==> config.mk <==
export PLATFORM = sky130hd
export DESIGN_NAME = usb_tx_sched
export DESIGN_NICKNAME = d
export VERILOG_FILES = /design/src/rtl/usb_tx_sched.sv
export SDC_FILE = /design/constraint.sdc
export NUM_CORES = 1
export LEC_CHECK = 0
export BUFFER_PORTS_ARGS = -buffer_cell sky130_fd_sc_hd__clkbuf_2
export CORE_MARGIN = 1
export CORE_UTILIZATION = 47
export DETAILED_ROUTE_END_ITERATION = 8
export GPL_TIMING_DRIVEN = 0
export PLACE_DENSITY_LB_ADDON = 0.1
export SYNTH_ARGS = -nofsm -noshare
export SYNTH_HDL_FRONTEND = slang
export SYNTH_SLANG_ARGS = --single-unit
==> constraint.sdc <==
create_clock -name clk -period 2 [get_ports clk]
set_input_delay 0.1 -clock clk [delete_from_list [all_inputs] [get_ports clk]]
set_output_delay 0.1 -clock clk [all_outputs]
set_load 0.03 [all_outputs]
==> src/rtl/usb_tx_sched.sv <==
// USB device TX packet scheduler: arbitrates handshake/data requesters and streams PID, payload and CRC bytes.
// Optional USB_TX_CRC16_EN: generate CRC16 internally instead of taking the two CRC bytes from the requester.
module usb_tx_sched #(
    parameter int MAX_PAYLOAD = 64,
    parameter int TURNAROUND  = 2
) (
    input  logic       clk,
    input  logic       reset_n,
    input  logic       usb_reset,
    input  logic       rx_active,
    input  logic       hs_req,
    input  logic [3:0] hs_pid,
    output logic       hs_gnt,
    input  logic       dat_req,
    input  logic       dat_pid1,
    input  logic [9:0] dat_len,
    input  logic [7:0] dat_data,
    output logic       dat_rd,
    output logic       dat_done,
    output logic [7:0] tx_data,
    output logic       tx_valid,
    input  logic       tx_ready,
    output logic       busy
);

    typedef enum logic [2:0] {IDLE, GAP, PID, DATA, CRC_LO, CRC_HI} state_t;

    localparam int            GW       = (TURNAROUND > 1) ? $clog2(TURNAROUND) : 1;
    localparam logic [GW-1:0] GAP_LOAD = (TURNAROUND > 0) ? GW'(TURNAROUND - 1) : '0;
    localparam logic [9:0]    MAX_LEN  = 10'(MAX_PAYLOAD);

    state_t        state_q, state_d;
    logic [GW-1:0] gap_q, gap_d;
    logic [9:0]    cnt_q, cnt_d;
    logic [3:0]    pid_q, pid_d;
    logic          hs_q, hs_d;
    logic          gnt_d, done_d;
    logic          xfer;

`ifdef USB_TX_CRC16_EN
    logic [15:0] crc_q, crc_d;

    // Reflected CRC16 (0x8005 -> 0xA001), data bits taken LSB first as on the wire.
    function automatic logic [15:0] crc_byte(input logic [15:0] c, input logic [7:0] d);
        logic [15:0] r;
        r = c;
        for (int i = 0; i < 8; i++) begin
            if (r[0] ^ d[i]) r = (r >> 1) ^ 16'hA001;
            else             r = r >> 1;
        end
        return r;
    endfunction
`endif

    assign xfer = tx_valid & tx_ready;
    assign busy = (state_q != IDLE);

    always_comb begin
        state_d  = state_q;
        gap_d    = gap_q;
        cnt_d    = cnt_q;
        pid_d    = pid_q;
        hs_d     = hs_q;
        gnt_d    = 1'b0;
        done_d   = 1'b0;
        tx_valid = 1'b0;
        tx_data  = 8'h00;
        dat_rd   = 1'b0;
`ifdef USB_TX_CRC16_EN
        crc_d    = crc_q;
`endif
        case (state_q)
            IDLE: begin
                if (hs_req) begin
                    state_d = GAP;
                    hs_d    = 1'b1;
                    pid_d   = hs_pid;
                    gap_d   = GAP_LOAD;
                end else if (dat_req) begin
                    state_d = GAP;
                    hs_d    = 1'b0;
                    pid_d   = dat_pid1 ? 4'b1011 : 4'b0011;
                    gap_d   = GAP_LOAD;
                    cnt_d   = (dat_len > MAX_LEN) ? MAX_LEN : dat_len;
`ifdef USB_TX_CRC16_EN
                    crc_d   = 16'hFFFF;
`endif
                end
            end
            GAP: begin
                if (rx_active)         gap_d   = GAP_LOAD;
                else if (gap_q == '0)  state_d = PID;
                else                   gap_d   = gap_q - 1'b1;
            end
            PID: begin
                tx_valid = 1'b1;
                tx_data  = {~pid_q, pid_q};
                if (xfer) begin
                    if (hs_q) begin
                        state_d = IDLE;
                        gnt_d   = 1'b1;
                    end else begin
                        state_d = (cnt_q == '0) ? CRC_LO : DATA;
                    end
                end
            end
            DATA: begin
                tx_valid = 1'b1;
                tx_data  = dat_data;
                if (xfer) begin
                    dat_rd = 1'b1;
                    cnt_d  = cnt_q - 1'b1;
`ifdef USB_TX_CRC16_EN
                    crc_d  = crc_byte(crc_q, dat_data);
`endif
                    if (cnt_q == 10'd1) state_d = CRC_LO;
                end
            end
            CRC_LO: begin
                tx_valid = 1'b1;
`ifdef USB_TX_CRC16_EN
                tx_data  = ~crc_q[7:0];
`else
                tx_data  = dat_data;
                dat_rd   = xfer;
`endif
                if (xfer) state_d = CRC_HI;
            end
            CRC_HI: begin
                tx_valid = 1'b1;
`ifdef USB_TX_CRC16_EN
                tx_data  = ~crc_q[15:8];
`else
                tx_data  = dat_data;
                dat_rd   = xfer;
`endif
                if (xfer) begin
                    state_d = IDLE;
                    done_d  = 1'b1;
                end
            end
            default: state_d = IDLE;
        endcase

        // Bus reset aborts whatever is in flight without completion pulses.
        if (usb_reset) begin
            state_d = IDLE;
            gnt_d   = 1'b0;
            done_d  = 1'b0;
            gap_d   = '0;
            cnt_d   = '0;
`ifdef USB_TX_CRC16_EN
            crc_d   = '0;
`endif
        end
    end

    always_ff @(posedge clk or negedge reset_n) begin
        if (!reset_n) begin
            state_q  <= IDLE;
            gap_q    <= '0;
            cnt_q    <= '0;
            pid_q    <= '0;
            hs_q     <= 1'b0;
            hs_gnt   <= 1'b0;
            dat_done <= 1'b0;
`ifdef USB_TX_CRC16_EN
            crc_q    <= '0;
`endif
        end else begin
            state_q  <= state_d;
            gap_q    <= gap_d;
            cnt_q    <= cnt_d;
            pid_q    <= pid_d;
            hs_q     <= hs_d;
            hs_gnt   <= gnt_d;
            dat_done <= done_d;
`ifdef USB_TX_CRC16_EN
            crc_q    <= crc_d;
`endif
        end
    end

endmodule

==> results of run 1 <==
worst max-delay path, stage by stage (launching register included):
cell	delay (ns)
dfrtp_1	0.44
inv_1	0.14
ha_2	0.23
or4b_1	0.53
o21ai_0	0.19
nand2_1	0.07
a32o_1	0.27
layout make-up:
class	instances	share of cell area, %
repair buffers	41	11.23
clock buffers	4	1.404
well taps	44	2.941
inverters	8	1.604
flip-flops and latches	21	28.34
plain buffers	11	2.674
multi-input cells	155	51.80
power by group through the flow:
stage | sequential [uW] | clock, uW | combinational, uW
2_1_floorplan | 591 | 0 | 683
3_3_place_gp | 620 | 0 | 887
3_5_place_dp | 620 | 0 | 892
4_1_cts | 628 | 215 | 881
5_1_grt | 653 | 230 | 997
6_report | 637 | 203 | 900
per-layer routing:
layer | share of wire [%] | vias up | GRT usage (%)
met5 | 0 | - | 0
met4 | 1.2 | 0 | 5.980
met3 | 6.2 | 6 | 2.620
met2 | 48 | 57 | 39.33
met1 | 45 | 751 | 34.52
li1 | - | 810 | -
cell usage in the layout (no fill, tap or decap), drive strengths merged, types with 2 or more instances in the layout:
master	instances
clkbuf	52
a21oi	11
or4	3
nor4	6
o211ai	3
dfrtp	21
mux2i	4
and3	4
o22a	2
o22ai	4
and3b	2
nor3	7
nor3b	2
nand2b	2
inv	8
nor2	21
nand3	4
nand2	22
or4b	2
buf	3
o21ai	21
a31oi	3
ha	3
nor2b	6
a32o	4
synth_stat cells, types with 2 or more instances:
cell,n
mux2i_1,4
nor4_1,6
nor2_1,21
o22ai_1,4
clkbuf_1,9
a31oi_1,3
or4_1,2
and3_1,4
or4b_1,2
dfrtp_1,21
ha_1,3
a32o_1,4
o21ai_0,15
nand3_1,4
buf_1,3
nor2b_1,6
a21oi_1,10
nand2_1,22
o21ai_1,6
nor3_1,7
nand2b_1,2
nor3b_1,2
o22a_1,2
and3b_1,2
inv_1,8
o211ai_1,3
logic make-up (layout without fill, tap and decap cells):
family	after synthesis	in the layout	synth area share (%)
buf+inv	20	64	4.827
flops	21	21	33.79
fa+ha+maj	3	3	2.414
mux	4	4	2.575
simple gates	88	88	29.61
compound gates	60	60	26.79
timing repair:
action,CTS,global route
gates resized for setup,4,11
endpoints found under the hold margin,21,0
hold buffers,1,0
setup endpoints to repair,9,13
pin swaps,0,0
gates cloned,0,0
how the worst max path moves through the flow:
| stage | from | endpoint | slack [ns] |
|---|---|---|---|
| after floorplan | cnt_q[2] | state_q[0] | 0.15 |
| after global placement | state_q[0] | tx_data[0] | -0.01 |
| after detailed placement | state_q[0] | tx_data[0] | -0.02 |
| after CTS | cnt_q[2] | state_q[0] | 0.02 |
| after global routing | cnt_q[1] | cnt_q[6] | -0.04 |
| final | cnt_q[1] | cnt_q[6] | 0.02 |
flip-flops by register name, indices dropped and copies added (netlist names):
name	flops
cnt_q	10
dat_done	1
gap_q	1
hs_gnt	1
hs_q	1
pid_q	4
state_q	3
metrics by stage:
step	instance area (um^2)	setup WS (ns)	std cells	TNS, ns	hold WS, ns
global placement	1810	-0.01243	280	-0.02050	0.1052
CTS	1848	0.01966	284	0	0.03444
floorplan	1555	0.1543	196	0	-0.1956
finish	1872	0.02438	284	0	0.03798
global route	1872	-0.04436	284	-0.06718	0.03818
detailed placement	1810	-0.01577	280	-0.02846	0.1090
==> impl_results.md, run 1 <==
* I/O pin cnt at 43
* Post-Syn Area at 1555 um^2
* P_leak at 0.0008563 uW
* Final Util at 60.32%
* Clock-pin slew on the worst setup and hold paths at 0.12 ns
* Clock Latency Late Sink at 0.30 ns
* Initial antenna violation count at 0
* DRC at 0
* Gpl congestion at 0.8633
* Required @ worst endpoint at 2.19 ns
* Comb pwr share at 51.7%
* Worst Reg-to-Reg Cells at 6
* CTS H-tree depth at 1
* Final setup vio count at 0
* Core area at 3103 um^2
* RR Startpoint: cnt_q[1]
* Sw Ratio at 45.45%
* Routed vias at 1624
* Reg2Reg Setup Slack at 0.02 ns
* TritonCTS Buffers at 3
* Pint at 949.3 uW
* Post-synthesis cell count at 196
* Syn_nets at 229
* Worst R2R End: cnt_q[6]
* Nets@finish at 274
* Initial Utilization at 50.12%
* P&R area growth vs syn at 20.35%
* Chip width at 59.53 um
* CTS Buffer Depth at 2
* CTS sink cnt at 21
* Cell Rows at 20
* Clock power frac at 11.7%
* Ant diodes at 0
* Switching power at 791.0 uW
* Setup Crit Path Kind: reg2reg
* Final Hold Vio Count at 0
* Vias per cell at 5.718
* Max-Cap Viols at 0
* IO Port Bufs at 40
* Hold_sp: hs_pid[1]
* Post-synth EDFFs at 0
* Final ANT Viol Nets at 0
* Async SR Flop Fraction at 100.0%
* Worst EP arrival at 2.16 ns
* Worst Hold Class: in2reg
* Post-synth top area cell: dfrtp_1
* Mean Syn Cell Area at 7.935 um^2
* RSZ-0062 raised after global routing: yes
* Fin. max-slew vios at 0
* Pre-antenna DRT Iters at 5
* GR Overflow Total at 0
* DP HPWL at 2982 um
* Crit path max fanout at 4
* Final period utilization at 98.78%
* Root buf cell: clkbuf_4
* Power Density at 929.8 nW/um^2
* Tightest Pin Transition at 0.5663 ns
* Min-Delay Path Depth at 2
* Post-synthesis sequential area ratio at 33.79%
* Hold Crit Endpoint: pid_q[1]
* Largest net degree at the start of global routing at 22
* WL/cell at 13.97 um
* Die boundary height at 59.53 um
* Top post-synthesis cells by area: dfrtp_1 (34%), nand2_1 (5.3%), nor2_1 (5.1%)
* Register Area at 530.5 um^2
* Startpoint types: flop
* Fillers at 316
* Status: complete, no violations
* Max Fclk at 0.5062 GHz
* DRT Wirelength at 3967 um
* Worst setup EP type: flop
* CTS tree: done
* Area occupied by multi-input gates at 969.7 um^2
* Vias in the first global route at 1424
* Register bit total from synthesis at 21
* Total track usage at 24.23%
* Tmin final at 1.976 ns
* Clock Skew at 0.01267 ns
* First-pass GRT wire length at 6589 um
* Maximum VDD drop at 417.1 uV
* Tot Pwr at 1740 uW
* Synth top area share at 33.79%
* Initial DRC Count at 90
* Area of the die at 3543 um^2
* Synth warnings at 0
* Distinct cells, synth at 47
* Share of power burned in registers at 36.6%
* Share of cells above drive strength 1 at 24.58%
* Main flop type after synthesis: dfrtp_1
* Setup bufs post-CTS at 0
* Relative slew slack at 61.90%
No activity file was read; power rests on OpenSTA's default activity.
==> run 2, diff against run 1 <==
Settings changed: RECOVER_POWER set to 100.
==> run 2 against run 1 <==
Net effect: worst setup slack hardly changed; sequential power hardly changed; combinational power hardly changed; clock power is essentially flat; largest power group unchanged; flip-flop and latch count is the same; register-to-register slack hardly changed; critical endpoint unchanged; utilization decreased by 0.12 points; die area unchanged.
==> impl_results.md, run 2 (synthesis gave the netlist of run 1 again) <==
* Status: complete, no violations
* Initial DRC Count at 95
* Vias in the first global route at 1424
* Fin. max-slew vios at 0
* Tmin final at 1.976 ns
* DP HPWL at 2982 um
* CTS Buffer Depth at 2
* Max-Cap Viols at 0
* Hold_sp: hs_pid[1]
* Max FFs per register at 10
* Hold slack at 0.03810 ns
* Worst EP arrival at 2.16 ns
* P_leak at 0.0008464 uW
* RSZ-0062 raised after global routing: yes
* Post-Place Cells at 280
* Reg2Reg Setup Slack at 0.02 ns
* Pre-antenna DRT Iters at 5
* GR Overflow Total at 0
* Routed vias at 1622
* Crit path max fanout at 4
* Required @ worst endpoint at 2.19 ns
* CTS H-tree depth at 1
* Commonest non-fill, non-tap cell in the layout: clkbuf_2
* Worst setup EP type: flop
* Gpl congestion at 0.8633
* Total track usage at 24.23%
* Relative slew slack at 22.95%
* I/O pin cnt at 43
* Max Fclk at 0.5061 GHz
* DRT Wirelength at 3975 um
* Min-Delay Path Depth at 2
* Nets@finish at 274
* Post-Layout Inst Area at 1868 um^2
* Layout Cells excl Fill at 284
* Clock Skew at 0.01302 ns
* Final ANT Viol Nets at 0
* Initial antenna violation count at 0
* Place WS at -0.01577 ns
* Maximum VDD drop at 416.8 uV
* Final period utilization at 98.80%
* Setup slack after layout at 0.02399 ns
* Clock-pin slew on the worst setup and hold paths at 0.12 ns
* Share of cells above drive strength 1 at 23.33%
* Largest net degree at the start of global routing at 22
* Final setup vio count at 0
* Die boundary height at 59.53 um
* Vias per cell at 5.711
* Ant diodes at 0
* DRC at 0
* RR Startpoint: cnt_q[1]
* Chip width at 59.53 um
* Clock Latency Late Sink at 0.30 ns
* Commonest non-fill, non-tap cells in the layout: clkbuf_2 (39), nand2_1 (22), nor2_1 (21)
* Power Density at 931.4 nW/um^2
* Worst Hold Class: in2reg
* TritonCTS Buffers at 3
* First-pass GRT wire length at 6589 um
* Worst Reg-to-Reg Cells at 6
* CTS sink cnt at 21
* IO Port Bufs at 40
* CTS tree: done
* Setup bufs post-CTS at 0
* Final Hold Vio Count at 0
* Setup Crit Path Kind: reg2reg
* Core area at 3103 um^2
* Startpoint types: flop
* Area of the die at 3543 um^2
* Biggest regs: cnt_q: 10 flops, pid_q: 4 flops, state_q: 3 flops
* Initial Utilization at 50.12%
* Root buf cell: clkbuf_4
* Dpl cell area at 1810 um^2
* Tightest Pin Transition at 1.156 ns
* Largest Register: cnt_q
* Cell Rows at 20
* Final Util at 60.20%
* Worst R2R End: cnt_q[6]
* WL/cell at 14.00 um
* P&R area growth vs syn at 20.11%
* Hold Crit Endpoint: pid_q[1]
## run 2: worst max-delay path by stage
stage | startpoint | end | cells after the start
detailed placement | state_q[0] | tx_data[0] | 6
floorplan | cnt_q[2] | state_q[0] | 4
CTS | cnt_q[2] | state_q[0] | 4
global route | cnt_q[1] | cnt_q[6] | 6
finish | cnt_q[1] | cnt_q[6] | 6
global placement | state_q[0] | tx_data[0] | 6
## run 2: power by group
| part | internal (uW) | switching, uW |
|---|---|---|
| registers | 521 | 115 |
| clock network | 77.6 | 126 |
| logic | 350 | 550 |
## run 2: cell type report
| type | instances | area [um^2] |
|---|---|---|
| fill | 319 | 1235 |
| multi-input combinational | 155 | 969.7 |
| sequential | 21 | 530.5 |
| timing repair buffer | 41 | 206.4 |
| tap | 44 | 55.05 |
| buffer | 11 | 50.05 |
| inverter | 8 | 30.03 |
| clock buffer | 4 | 26.28 |
## run 2: through the flow
step                      TNS (ns)  power, uW
after floorplan                  0       1274
final                            0       1740
after global routing      -0.06718       1879
after global placement    -0.02050       1507
after detailed placement  -0.02846       1512
after CTS                        0       1723
## run 2: worst max-delay path: stages (launching register included)
cell and delay (ns):
dfrtp_1 0.44, inv_1 0.14, ha_2 0.23, or4b_1 0.53, o21ai_0 0.19, nand2_1 0.07, a32o_1 0.27
## run 2: per-layer routing
metal / global-route usage (%) / part of all wire [%] / vias up
met5: 0 / 0 / -
li1: - / - / 809
met4: 5.980 / 1.2 / 0
met2: 39.33 / 47 / 59
met1: 34.52 / 45 / 748
met3: 2.620 / 6.6 / 6
## run 2: what timing repair did
action,CTS,global route
gates cloned,0,0
endpoints found under the setup margin,9,13
endpoints found under the hold margin,21,0
hold buffers,1,0
resized for setup,4,11
pin swaps,0,0
